==> src/rtl/player_hp_controller_if.sv <==
// Handshake bundle between the HP controller and the damage calculator.
// The controller owns the start pulse; the calculator returns damage, heal and completion.
interface player_hp_controller_if;
    logic       calcStart;
    logic [7:0] damage;
    logic       heal;
    logic       isComplete;

    modport master (
        output calcStart,
        input  damage,
        input  heal,
        input  isComplete
    );

    modport slave (
        input  calcStart,
        output damage,
        output heal,
        output isComplete
    );
endinterface

==> src/rtl/player_hp_controller.sv <==
// Player hit-point controller.
// Once per video frame it kicks the damage calculator and applies the returned
// damage/heal, and it runs a frame-counted invincibility window. It parks in a
// death state until restart, and it flags a calculator that never answers.
module player_hp_controller #(
    parameter int MAX_HP        = 200,
    parameter int HEAL_AMOUNT   = 20,
    parameter int IFRAME_FRAMES = 30,
    parameter int CALC_TIMEOUT  = 32
) (
    input  logic                          clk,
    input  logic                          reset,
    input  logic                          frameTick,
    input  logic                          restart,
    player_hp_controller_if.master        calc,
    output logic [7:0]                    hp,
    output logic                          isDead,
    output logic                          isInvincible,
    output logic                          hpChanged,
    output logic                          timeoutErr
);

    localparam logic [7:0] MAX_HP_V   = 8'(MAX_HP);
    localparam logic [7:0] HEAL_V     = 8'(HEAL_AMOUNT);
    localparam logic [7:0] IFRAME_V   = 8'(IFRAME_FRAMES);
    localparam logic [8:0] TIMEOUT_V  = 9'(CALC_TIMEOUT);

    typedef enum logic [1:0] {
        IDLE  = 2'd0,
        WAIT  = 2'd1,
        APPLY = 2'd2,
        DEAD  = 2'd3
    } state_t;

    state_t     state;
    logic [7:0] iframe_cnt;
    logic [7:0] timeout_cnt;
    logic [7:0] lat_damage;
    logic       lat_heal;

    logic [7:0] eff_damage;
    logic       lethal;
    logic [7:0] after_damage;
    logic [8:0] heal_sum;
    logic [7:0] healed;
    logic [7:0] applied_hp;
    logic [8:0] timeout_next;

    assign isInvincible = (iframe_cnt != 8'd0);

    // Result of one APPLY step: damage first (masked while invincible), then a clamped heal.
    always_comb begin
        eff_damage   = isInvincible ? 8'd0 : lat_damage;
        lethal       = (eff_damage >= hp);
        after_damage = hp - eff_damage;
        heal_sum     = {1'b0, after_damage} + {1'b0, HEAL_V};
        healed       = (heal_sum > {1'b0, MAX_HP_V}) ? MAX_HP_V : heal_sum[7:0];
        applied_hp   = 8'd0;
        if (!lethal) begin
            applied_hp = lat_heal ? healed : after_damage;
        end
        timeout_next = {1'b0, timeout_cnt} + 9'd1;
    end

    // Frame sequencing FSM; every output and counter is registered here.
    always_ff @(posedge clk or posedge reset) begin
        if (reset) begin
            state          <= IDLE;
            hp             <= MAX_HP_V;
            calc.calcStart <= 1'b0;
            isDead         <= 1'b0;
            hpChanged      <= 1'b0;
            timeoutErr     <= 1'b0;
            iframe_cnt     <= 8'd0;
            timeout_cnt    <= 8'd0;
            lat_damage     <= 8'd0;
            lat_heal       <= 1'b0;
        end else begin
            calc.calcStart <= 1'b0;
            hpChanged      <= 1'b0;

            // A frame tick always ages the invincibility window, even if the frame is dropped.
            // Assignments further down (APPLY load, DEAD clear) take priority over this.
            if (frameTick && isInvincible && state != DEAD) begin
                iframe_cnt <= iframe_cnt - 8'd1;
            end

            case (state)
                IDLE: begin
                    if (frameTick) begin
                        calc.calcStart <= 1'b1;
                        timeout_cnt    <= 8'd0;
                        state          <= WAIT;
                    end
                end

                WAIT: begin
                    if (calc.isComplete) begin
                        lat_damage <= calc.damage;
                        lat_heal   <= calc.heal;
                        state      <= APPLY;
                    end else if (timeout_next == TIMEOUT_V) begin
                        timeoutErr <= 1'b1;
                        state      <= IDLE;
                    end else begin
                        timeout_cnt <= timeout_next[7:0];
                    end
                end

                APPLY: begin
                    hp        <= applied_hp;
                    hpChanged <= (applied_hp != hp);
                    if (lethal) begin
                        isDead     <= 1'b1;
                        iframe_cnt <= 8'd0;
                        state      <= DEAD;
                    end else begin
                        if (eff_damage != 8'd0) begin
                            iframe_cnt <= IFRAME_V;
                        end
                        state <= IDLE;
                    end
                end

                DEAD: begin
                    iframe_cnt <= 8'd0;
                    if (restart) begin
                        hp         <= MAX_HP_V;
                        hpChanged  <= (hp != MAX_HP_V);
                        isDead     <= 1'b0;
                        timeoutErr <= 1'b0;
                        state      <= IDLE;
                    end
                end

                default: begin
                    state <= IDLE;
                end
            endcase
        end
    end

endmodule

==> src/flat_wrapper.sv <==
// flat-port wrapper written by rule: the top's interface ports become plain ports
module player_hp_controller_flat 
#(
    parameter int MAX_HP        = 200,
    parameter int HEAL_AMOUNT   = 20,
    parameter int IFRAME_FRAMES = 30,
    parameter int CALC_TIMEOUT  = 32
)
  (clk, reset, frameTick, restart, hp, isDead, isInvincible, hpChanged, timeoutErr, calc_calcStart, calc_damage, calc_heal, calc_isComplete);
  player_hp_controller_if calc_i ();
  input  logic clk;
  input  logic reset;
  input  logic frameTick;
  input  logic restart;
  output logic [7:0] hp;
  output logic isDead;
  output logic isInvincible;
  output logic hpChanged;
  output logic timeoutErr;
  output wire logic [$bits(calc_i.calcStart)-1:0] calc_calcStart;
  input wire logic [$bits(calc_i.damage)-1:0] calc_damage;
  input wire logic [$bits(calc_i.heal)-1:0] calc_heal;
  input wire logic [$bits(calc_i.isComplete)-1:0] calc_isComplete;
  assign calc_calcStart = calc_i.calcStart;
  assign calc_i.damage = calc_damage;
  assign calc_i.heal = calc_heal;
  assign calc_i.isComplete = calc_isComplete;
  player_hp_controller #(.MAX_HP(MAX_HP), .HEAL_AMOUNT(HEAL_AMOUNT), .IFRAME_FRAMES(IFRAME_FRAMES), .CALC_TIMEOUT(CALC_TIMEOUT)) u_core (.clk(clk), .reset(reset), .frameTick(frameTick), .restart(restart), .calc(calc_i), .hp(hp), .isDead(isDead), .isInvincible(isInvincible), .hpChanged(hpChanged), .timeoutErr(timeoutErr));
endmodule
==> config.mk <==
export PLATFORM = sky130hd
export DESIGN_NAME = player_hp_controller_flat
export DESIGN_NICKNAME = d
export VERILOG_FILES = /design/src/rtl/player_hp_controller_if.sv /design/src/rtl/player_hp_controller.sv /design/src/flat_wrapper.sv
export SDC_FILE = /design/constraint.sdc
export NUM_CORES = 1
export LEC_CHECK = 0
export BUFFER_PORTS_ARGS = -buffer_cell sky130_fd_sc_hd__buf_2
export CAP_MARGIN = 15
export CELL_PAD_IN_SITES_DETAIL_PLACEMENT = 1
export CELL_PAD_IN_SITES_GLOBAL_PLACEMENT = 2
export CORE_UTILIZATION = 33
export CTS_CLUSTER_DIAMETER = 30
export CTS_CLUSTER_SIZE = 40
export DETAILED_ROUTE_END_ITERATION = 6
export PLACE_DENSITY_LB_ADDON = 0.1
export SLEW_MARGIN = 20
export SYNTH_ARGS = -nofsm -noshare
export SYNTH_HDL_FRONTEND = slang
export SYNTH_SLANG_ARGS = --single-unit
==> constraint.sdc <==
create_clock -name clk -period 3.9 [get_ports clk]
set_clock_uncertainty 0.05 [all_clocks]
set_input_delay 0.39 -clock clk [delete_from_list [all_inputs] [get_ports clk]]
set_output_delay 0.39 -clock clk [all_outputs]
set_load 0.01 [all_outputs]
; ---- Word level (Yosys, flattened, before mapping)
; Index checks and enable logic that the tools add are counted.
; W data, S select, Z words.
[totals]
regBits = 39
out_inout_bits = 13
word_cells = 74
[classes]
order_cmp = 2
muxes = 30
n_reduce_logical = 14
n_eq_ne = 14
n_addsub = 4
[op_table]
columns = op, n
row1 = $mux W8, 11
row2 = $pmux W8 S2, 3
row3 = $reduce_bool A8 Y1, 2
row4 = $mux W2, 5
row5 = $ne A2 B2 Y1 const B, 5
row6 = $add A8 B1 Y9 const B, 1
row7 = $add A8 B5 Y9 const B, 1
row8 = $eq A9 B6 Y1 const B, 1
row9 = $gt A9 B8 Y1 const B, 1
row10 = $ge A8 B8 Y1, 1
row11 = $ne A8 B8 Y1, 1
row12 = $ne A8 B8 Y1 const B, 1
row13 = $pmux W2 S4, 1
row14 = $reduce_and A4 Y1, 2
row15 = $sub A8 B1 Y8 const B, 1
row16 = $sub A8 B8 Y8, 1
row17 = $mux W1, 7
row18 = $pmux W1 S2, 3
row19 = $reduce_and A3 Y1, 2
row20 = $reduce_bool A2 Y1, 3
row21 = $eq A2 B2 Y1 const B, 2
row22 = $ne A2 B1 Y1 const B, 2
row23 = $reduce_and A2 Y1, 2
row24 = $ne A3 B2 Y1 const B, 1
row25 = 3 further kinds, 4

; ---- Longest topological paths before layout
; Gate-level depths: netlist of the first run.
[depth]
ltp_word = 10
ltp_mapped = 19
mapped_depth_nobuf = 18

; ---- Worst setup path after synthesis of the first run
; OpenSTA, ideal clock, no wires.
[synth_timing]
kind = flip-flop to flip-flop
start = register u_core.iframe_cnt[3]
end = register u_core.hpChanged
setup_time_ps = 88
path_stages_with_launch = 19
period_less_slack_ps = 4238
t_arrival_ps = 4099
setup_slack_ps = -338
path_cell_list = dfrtp_1 -> nor4_1 -> and3_1 -> clkbuf_1 -> and2_1 -> ha_1 -> inv_1 -> fa_1 -> xnor2_1 -> inv_1 -> ha_1 -> inv_1 -> o21a_1 -> nand3_1 -> or3_1 -> and3_1 -> nor3_1 -> nor4b_2 -> a41oi_1
[synth_via]
elab_chain_len = 10
[synth_rtl]
columns = element, line
row1 = "start, declared", player_hp_controller.sv:36  ; logic [7:0] iframe_cnt;
row2 = "start signal, assigned", player_hp_controller.sv:85  ; iframe_cnt <= iframe_cnt - 8'd1;
row3 = $reduce_bool A8 Y1 *, player_hp_controller.sv:49  ; assign isInvincible = (iframe_cnt != 8'd0);
row4 = $mux W8 *, player_hp_controller.sv:53  ; eff_damage = isInvincible ? 8'd0 : lat_damage;
row5 = $sub A8 B8 Y8, player_hp_controller.sv:55  ; after_damage = hp - eff_damage;
row6 = $add A8 B5 Y9, player_hp_controller.sv:56  ; heal_sum = {1'b0, after_damage} + {1'b0, HEAL_V};
row7 = $gt A9 B8 Y1, player_hp_controller.sv:57  ; healed = (heal_sum > {1'b0, MAX_HP_V}) ? MAX_HP_V : heal_sum[7:0];
row8 = $mux W8, player_hp_controller.sv:57
row9 = $mux W8, player_hp_controller.sv:60  ; applied_hp = lat_heal ? healed : after_damage;
row10 = $mux W8 *, player_hp_controller.sv:59  ; if (!lethal) begin
row11 = $ne A8 B8 Y1 *, player_hp_controller.sv:112  ; hpChanged <= (applied_hp != hp);
row12 = $pmux W1 S2 *, player_hp_controller.sv:88  ; case (state)
row13 = "end signal, assigned", player_hp_controller.sv:112
row14 = "end signal, assigned", player_hp_controller.sv:129  ; hpChanged <= (hp != MAX_HP_V);
row15 = "end, declared", player_hp_controller.sv:19  ; output logic hpChanged,
; Every way passes the cells marked *; elsewhere a longest branch is shown, timed or not.
; A chain may end at the register's enable or synchronous reset.

; ---- Worst setup path in the final report of the first run
; Ends and elaborated chain as after synthesis.

==> summary.log, run 1 <==
INFO  yosys          top_flip_flop_cell_by_instance_count_after_synthesis=sky130_fd_sc_hd__dfrtp_1
INFO  worst_setup_path timing.critical_path.from_type=flop
INFO  worst_setup_path startpoint=u_core.iframe_cnt[3]$_DFF_PP0_
INFO  yosys          post_synthesis_cells=410
INFO  place          dp_hpwl=9.24mm
INFO  floorplan      die-height=103um
INFO  yosys          ys_seq_elements=39
INFO  yosys          synth.top_cells.by_area=sky130_fd_sc_hd__dfrtp_1, sky130_fd_sc_hd__nand2_1, sky130_fd_sc_hd__ha_1
INFO  sta            worst_tran_pin_value=931ps
INFO  route          firstDrtPassIters=4
INFO  yosys          async_sr_flop_fraction=1.00
INFO  worst_setup_path r2r-start=u_core.iframe_cnt[3]$_DFF_PP0_
INFO  clock_tree     clock_tree.htree_level_count=2
INFO  yosys          synthesis.area_per_instance=8.23um^2
INFO  route          postRouteAntennaNets=0
INFO  place          routabilityCongestion=0.838
INFO  final_layout   layout.filler_cells=1167
INFO  worst_setup_path data_arrival_time_of_the_worst_path=4000ps
INFO  global_route   grt_antenna_before_repair=0
INFO  yosys          post_synth_num_cell_types=82
INFO  sta            min_hold_slack=156ps
INFO  sta            finalWorstPathRequiredPeriod=3890ps
INFO  clock_tree     ctsHoldBuffers=0
INFO  worst_setup_path timing_worst_setup_path_type=flop to flop
INFO  floorplan      placeableCoreArea=9860um^2
INFO  sta            max-slew-margin-rel=0.380
INFO  flow_run       cap_viol_max_count=0
INFO  worst_setup_path worst_path_max_delay_cell=sky130_fd_sc_hd__dfrtp_1
INFO  floorplan      die_w=103um
INFO  yosys          yosys.area.top_type=sky130_fd_sc_hd__dfrtp_1
INFO  final_layout   fin_area=4440um^2
INFO  sta            timing.final.crit_share=0.998
INFO  worst_setup_path path_common_cell=sky130_fd_sc_hd__buf_4
INFO  route          drt-total-wl=11.6mm
INFO  worst_setup_path timing.critical_path.depth=15
INFO  final_layout   finalCoreUtilization=0.450
INFO  sta            timing.final.max_slew_violations=0
INFO  global_route   first_pass_grt_wire_length=18.2mm
INFO  route          drtIter0Drc=143
INFO  final_layout   syn_to_final_growth=31.5%
INFO  global_route   grt_pass1_vias=3480
INFO  floorplan      row_count=36
INFO  yosys          syn_area=3380um^2
INFO  yosys          post-synth-top-count-cell=sky130_fd_sc_hd__nand2_1
INFO  place          number_of_input_and_output_port_buffers_inserted=26
INFO  worst_setup_path regToRegSetupSlack=8ps
INFO  route          wl_per_cell=18.2um
INFO  clock_tree     cts_buffers=5
INFO  clock_tree     clk-insertion-delay-late=300ps
INFO  clock_tree     root_buffer=sky130_fd_sc_hd__clkbuf_8
INFO  worst_setup_path crit_fanout=7
INFO  floorplan      initial_utilization=0.342
INFO  final_layout   fin_nets=531
INFO  worst_setup_path critPathCaptureType=flop
INFO  worst_setup_path regToRegEndpoint=u_core.hpChanged$_DFF_PP0_
INFO  clock_tree     cts-root-to-sink-buffers=2
INFO  sta            fmax=257MHz
INFO  final_layout   antenna_cells=0
INFO  worst_setup_path critical_path.n_buffers_inverters=2
INFO  route          drt_drc_violations_left=0
INFO  worst_setup_path critical_path.max_stage_delay=410ps
INFO  yosys          ys_seq_area_frac=0.290
INFO  sta            rsz0062_at_grt=yes
INFO  min_path       hold_path_class=primary input to asynchronous set/reset pin
INFO  worst_setup_path cp-endpoint=u_core.hpChanged$_DFF_PP0_
INFO  yosys          ys_warn_count=0
INFO  worst_setup_path crit_path_cell_trace=nor4_4 -> and3_4 -> nand2_1 -> ha_1 -> and2b_2 -> buf_4 -> o211a_4 -> a211oi_4 -> buf_4 -> nor2_4 -> a32o_1 -> a32oi_2 -> o2111ai_2 -> nor4b_2 -> a41oi_1
INFO  floorplan      design.die.area=10600um^2
INFO  sta            timing_hold_violations_final=0
INFO  global_route   groute.usage.overall=0.228
INFO  sta            final_setup_violations=0
INFO  yosys          mappedNetlistNets=438
INFO  place          placement.cell_area=4110um^2
INFO  worst_setup_path crit_family=compound AO/OA/AOI/OAI gates
INFO  global_route   maximum_number_of_pins_on_one_net_before_global_route_repair=40
INFO  outcome        status=complete, no violations
INFO  clock_tree     path_clk_slew=80ps
INFO  floorplan      io-pin-count=27
INFO  yosys          post_synth_most_frequent_cells=sky130_fd_sc_hd__nand2_1, sky130_fd_sc_hd__nor2_1, sky130_fd_sc_hd__dfrtp_1, sky130_fd_sc_hd__o21ai_0
INFO  worst_setup_path reg2reg_depth=15
INFO  worst_setup_path critical_path_data_required_time=4010ps
INFO  route          via_count=3447
INFO  global_route   grt_overflow_total=0
INFO  yosys          synth_largest_type_area_fraction=0.267
INFO  clock_tree     numClockSinks=39
INFO  yosys          number_of_flops_mapped_to_enable_cells_by_yosys=0
INFO  final_layout   layout_cell_share_with_drive_strength_beyond_1=0.364
INFO  route          detail_route.vias_per_cell=5.42
INFO  clock_tree     cts_tree=built
[worst min path at each step]
stage	to	slack [ps]	cells after the start
final	u_core.state[0]$_DFFE_PP0P_	160	3
after global placement	u_core.timeoutErr$_DFFE_PP0P_	430	1
after CTS	u_core.timeoutErr$_DFFE_PP0P_	170	3
after global routing	u_core.timeoutErr$_DFFE_PP0P_	210	3
after floorplan	u_core.timeout_cnt[6]$_DFFE_PP0P_	420	1
after detailed placement	u_core.timeoutErr$_DFFE_PP0P_	430	1
[sequential cells by signal, indices dropped and copies added (netlist names)]
| name | flops |
|---|---|
| u_core.hp | 8 |
| u_core.iframe_cnt | 8 |
| u_core.lat_damage | 8 |
| u_core.timeout_cnt | 8 |
| u_core.state | 2 |
| u_core.calc.calcStart | 1 |
| u_core.hpChanged | 1 |
| u_core.isDead | 1 |
| u_core.lat_heal | 1 |
| u_core.timeoutErr | 1 |
[routing by layer]
layer	wire, um	vias up	GRT usage
li1	-	1704	-
met2	5370	67	0.362
met4	135	0	0.0509
met1	5650	1662	0.330
met3	436	14	0.0285
met5	0	-	0
[cell type report]
class	count	area [um^2]	area share
repair buffers	104	716	0.161
clock buffers	6	82.6	0.0186
well taps	133	166	0.0375
inverters	18	67.6	0.0152
clock inverters	1	5.00	0.00113
flip-flops and latches	39	980	0.221
multi-input cells	335	2420	0.546
[layout by cell type, fill, tap and decap left out, types with 3 or more instances in the layout]
cell type and count:
sky130_fd_sc_hd__nand3_1 15, sky130_fd_sc_hd__nor4_1 5, sky130_fd_sc_hd__xor2_1 4, sky130_fd_sc_hd__buf_2 26, sky130_fd_sc_hd__nand2_1 45, sky130_fd_sc_hd__and2b_2 3, sky130_fd_sc_hd__o21ai_0 27, sky130_fd_sc_hd__nand2b_1 5
sky130_fd_sc_hd__or3_1 4, sky130_fd_sc_hd__ha_4 3, sky130_fd_sc_hd__ha_1 9, sky130_fd_sc_hd__o21ai_1 3, sky130_fd_sc_hd__nor3_1 8, sky130_fd_sc_hd__dfstp_2 3, sky130_fd_sc_hd__or2_2 3, sky130_fd_sc_hd__nand3b_1 3
sky130_fd_sc_hd__inv_1 16, sky130_fd_sc_hd__nand4_1 7, sky130_fd_sc_hd__o211ai_1 8, sky130_fd_sc_hd__nor3_2 3, sky130_fd_sc_hd__mux2_2 10, sky130_fd_sc_hd__o22ai_1 4, sky130_fd_sc_hd__buf_4 78, sky130_fd_sc_hd__dfrtp_1 36
sky130_fd_sc_hd__nor2_1 40, sky130_fd_sc_hd__a21o_1 3, sky130_fd_sc_hd__o21a_1 5, sky130_fd_sc_hd__and3_1 5, sky130_fd_sc_hd__clkbuf_8 6, sky130_fd_sc_hd__xnor2_1 6, sky130_fd_sc_hd__a21oi_1 17
[metrics by stage]
stage               TNS (ps)  setup slack (ps)  std cells
detailed placement      -723              -253        621
global placement        -224              -116        621
CTS                        0              4.44        629
floorplan                  0              4.28        410
finish                     0              8.02        636
global route            -223              -167        636
[timing repair]
item                       in CTS  in global routing
resized for setup              18                 24
pin swaps                       7                 12
buffers inserted                1                  7
setup endpoints to repair       5                  6
[kinds of logic (layout without fill, tap and decap cells)]
logic type	Yosys count	count (layout)	share of synthesized area
fa+ha+maj	14	14	0.0541
xor+xnor	12	12	0.0311
simple gates	173	173	0.263
compound gates	123	123	0.267
flops	39	39	0.290
mux	13	13	0.0423
buf+inv	36	129	0.0523
[tightest hold or removal path, cell delays in order]
cell and delay, ps:
sky130_fd_sc_hd__buf_2 100, sky130_fd_sc_hd__inv_1 40, sky130_fd_sc_hd__buf_4 420
Power of run 1 is left out: the tool's default activity adds up to more than one toggle a clock period on the data nets, which glitch-free logic cannot reach.
==> run 2, diff against run 1 <==
CELL_PAD_IN_SITES_GLOBAL_PLACEMENT = 1   (was 2)
CORE_UTILIZATION = 42   (was 33)
==> run 2 against run 1 <==
Net effect:
- the run now ends with design-rule violations left
- first-iteration DRC count is 83% higher
- critical path depth grew 2
- non-clock buffer count shrank 8
- sequential cell count unchanged
==> summary.log, run 2 (synthesized netlist as in run 1, its figures left out) <==
INFO  floorplan      initial_utilization=0.435 [+0.0924]
INFO  floorplan      die-height=91.7um [-11%]
INFO  worst_setup_path critical_path_data_required_time=4020ps [about the same]
INFO  clock_tree     cts_buffers=5 [unchanged]
INFO  global_route   grt_overflow_total=0 [unchanged]
INFO  global_route   busiest_layer=met2
INFO  floorplan      row_count=32 [-11%]
INFO  sta            worst_tran_pin_value=851ps [-79.6 ps]
INFO  sta            timing_hold_violations_final=0 [unchanged]
INFO  global_route   met3_usage=0.0373 [+0.00884]
INFO  worst_setup_path critical_path.n_buffers_inverters=3 [+1]
INFO  route          via_count=3650 [+5.9%]
INFO  floorplan      die_w=91.7um [-11%]
INFO  final_layout   syn_to_final_growth=32.9%
INFO  global_route   global_route.usage.met1=0.409 [+0.0789]
INFO  route          drtIter0Drc=262 [+83%]
INFO  global_route   maximum_number_of_pins_on_one_net_before_global_route_repair=40 [unchanged]
INFO  clock_tree     numClockSinks=39 [unchanged]
INFO  route          drt_drc_violations_left=4 [+4]
INFO  final_layout   layout_cell_share_with_drive_strength_beyond_1=0.387 [+0.0233]
INFO  clock_tree     root_buffer=sky130_fd_sc_hd__clkbuf_8
INFO  route          firstDrtPassIters=7 [+3]
INFO  floorplan      design.die.area=8400um^2 [-21%]
INFO  worst_setup_path crit_fanout=7 [unchanged]
INFO  clock_tree     ctsHoldBuffers=0 [unchanged]
INFO  clock_tree     clk-insertion-delay-late=300ps [about the same]
INFO  final_layout   layout.cells.most_common_list=sky130_fd_sc_hd__buf_4, sky130_fd_sc_hd__nand2_1, sky130_fd_sc_hd__nor2_1, sky130_fd_sc_hd__dfrtp_1, sky130_fd_sc_hd__o21ai_0
INFO  sta            fmax=257MHz [+0.16%]
INFO  global_route   groute.usage.overall=0.288 [+0.0597]
INFO  global_route   grt_antenna_before_repair=0 [unchanged]
INFO  sta            finalWorstPathRequiredPeriod=3890ps [-6.39 ps]
INFO  clock_tree     cts-root-to-sink-buffers=2 [unchanged]
INFO  final_layout   fin_nets=523 [-1.5%]
INFO  place          number_of_input_and_output_port_buffers_inserted=26 [unchanged]
INFO  place          dp_hpwl=8.83mm [-4.5%]
INFO  place          routabilityCongestion=0.944 [+13%]
INFO  sta            timing.final.max_slew_violations=0 [unchanged]
INFO  worst_setup_path data_arrival_time_of_the_worst_path=4000ps [about the same]
INFO  route          detail_route.vias_per_cell=6.10 [+13%]
INFO  route          drt-total-wl=12.3mm [+6.1%]
INFO  final_layout   mostFrequentLayoutCell=sky130_fd_sc_hd__buf_4
INFO  worst_setup_path crit_family=simple AND/OR/NAND/NOR gates
INFO  worst_setup_path critPathCaptureType=flop
INFO  route          postRouteAntennaNets=0 [unchanged]
INFO  worst_setup_path timing.critical_path.from_type=flop
INFO  worst_setup_path timing_worst_setup_path_type=flop to flop
INFO  clock_tree     clock_tree.htree_level_count=2 [unchanged]
INFO  clock_tree     cts_tree=built
INFO  worst_setup_path worst_path_max_delay_cell=sky130_fd_sc_hd__fa_2
INFO  worst_setup_path crit_path_cell_trace=nor4_4 -> and3_4 -> and2_4 -> ha_4 -> inv_2 -> fa_2 -> xnor2_2 -> inv_2 -> ha_4 -> inv_4 -> o21a_4 -> a211o_1 -> o2111ai_2 -> nor4b_2 -> o2111ai_2 -> nor4b_2 -> a41oi_1
INFO  place          place_inst=583 [-6.1%]
INFO  final_layout   layout.filler_cells=954 [-18%]
INFO  floorplan      placeableCoreArea=7770um^2 [-21%]
INFO  floorplan      io-pin-count=27 [unchanged]
INFO  global_route   first_pass_grt_wire_length=18.9mm [+3.6%]
INFO  sta            max-slew-margin-rel=0.428 [+0.0480]
INFO  route          wl_per_cell=20.6um [+13%]
INFO  worst_setup_path critical_path.max_stage_delay=450ps [+40 ps]
INFO  final_layout   antenna_cells=0 [unchanged]
INFO  outcome        status=finished with violations
INFO  final_layout   stdcell_count=598 [-6.0%]
INFO  final_layout   finalCoreUtilization=0.577 [+0.127]
INFO  sta            rsz0062_at_grt=yes
INFO  global_route   grt_pass1_vias=3687 [+5.9%]
INFO  min_path       hold_path_class=primary input to asynchronous set/reset pin
INFO  outcome        failed_checks=design-rule violations
INFO  flow_run       cap_viol_max_count=0 [unchanged]
INFO  global_route   met2_usage=0.458 [+0.0965]
INFO  sta            final_setup_violations=0 [unchanged]
INFO  clock_tree     path_clk_slew=80ps [about the same]
INFO  sta            timing.final.crit_share=0.996 [-0.00164]
-- run 2: cell count changes in the layout (fill, tap and decap cells not counted), sizes merged --
| cell | change |
|---|---|
| clkbuf | +1 |
| buf | -8 |
-- run 2: final timing paths --
kind	cells past startpoint	end	slack, ps	start
hold / removal	3	u_core.calc.calcStart$_DFF_PP0_	140	reset
max in group asynchronous	3	u_core.hp[6]$_DFFE_PP1P_	3290	reset
min in group clk	2	u_core.lat_damage[0]$_DFFE_PP0P_	270	calc_damage[0]
setup reg to reg	17	u_core.hpChanged$_DFF_PP0_	10	u_core.iframe_cnt[6]$_DFF_PP0_
hold reg to reg	1	u_core.timeoutErr$_DFFE_PP0P_	450	u_core.timeoutErr$_DFFE_PP0P_
setup / recovery	17	u_core.hpChanged$_DFF_PP0_	10	u_core.iframe_cnt[6]$_DFF_PP0_
-- run 2: worst min-delay path: stages --
cell and delay [ps]:
sky130_fd_sc_hd__buf_2 90, sky130_fd_sc_hd__inv_1 40, sky130_fd_sc_hd__buf_4 420
-- run 2: layout make-up --
cell class / instances / area (um^2) / share of cell area
flip-flops and latches: 39 / 980 / 0.218
repair buffers: 96 / 659 / 0.147
clock buffers: 7 / 76.3 / 0.0170
clock inverters: 1 / 5.00 / 0.00112
inverters: 18 / 70.1 / 0.0156
well taps: 102 / 128 / 0.0285
multi-input cells: 335 / 2570 / 0.572
-- run 2: metrics by stage --
step	setup TNS, ps	worst slack, ps	cell area, um^2	hold slack [ps]
after floorplan	0	4.28	3400	418
after global placement	-109	-67.9	4020	426
after detailed placement	-584	-269	4020	437
after CTS	0	6.43	4160	154
after global routing	-414	-240	4490	191
final	0	14.4	4490	141
-- run 2: timing repair --
action                     CTS  global route
setup endpoints to repair    5             6
pin swaps                    2            20
buffers inserted             1             6
resized for setup           13            58
-- run 2: routing by layer --
metal | vias to the layer above | wire [um]
met4 | 0 | 356
met2 | 111 | 5760
met5 | - | 0
met1 | 1812 | 5680
met3 | 32 | 492
li1 | 1695 | -
Power of run 2 is left out for the same reason.
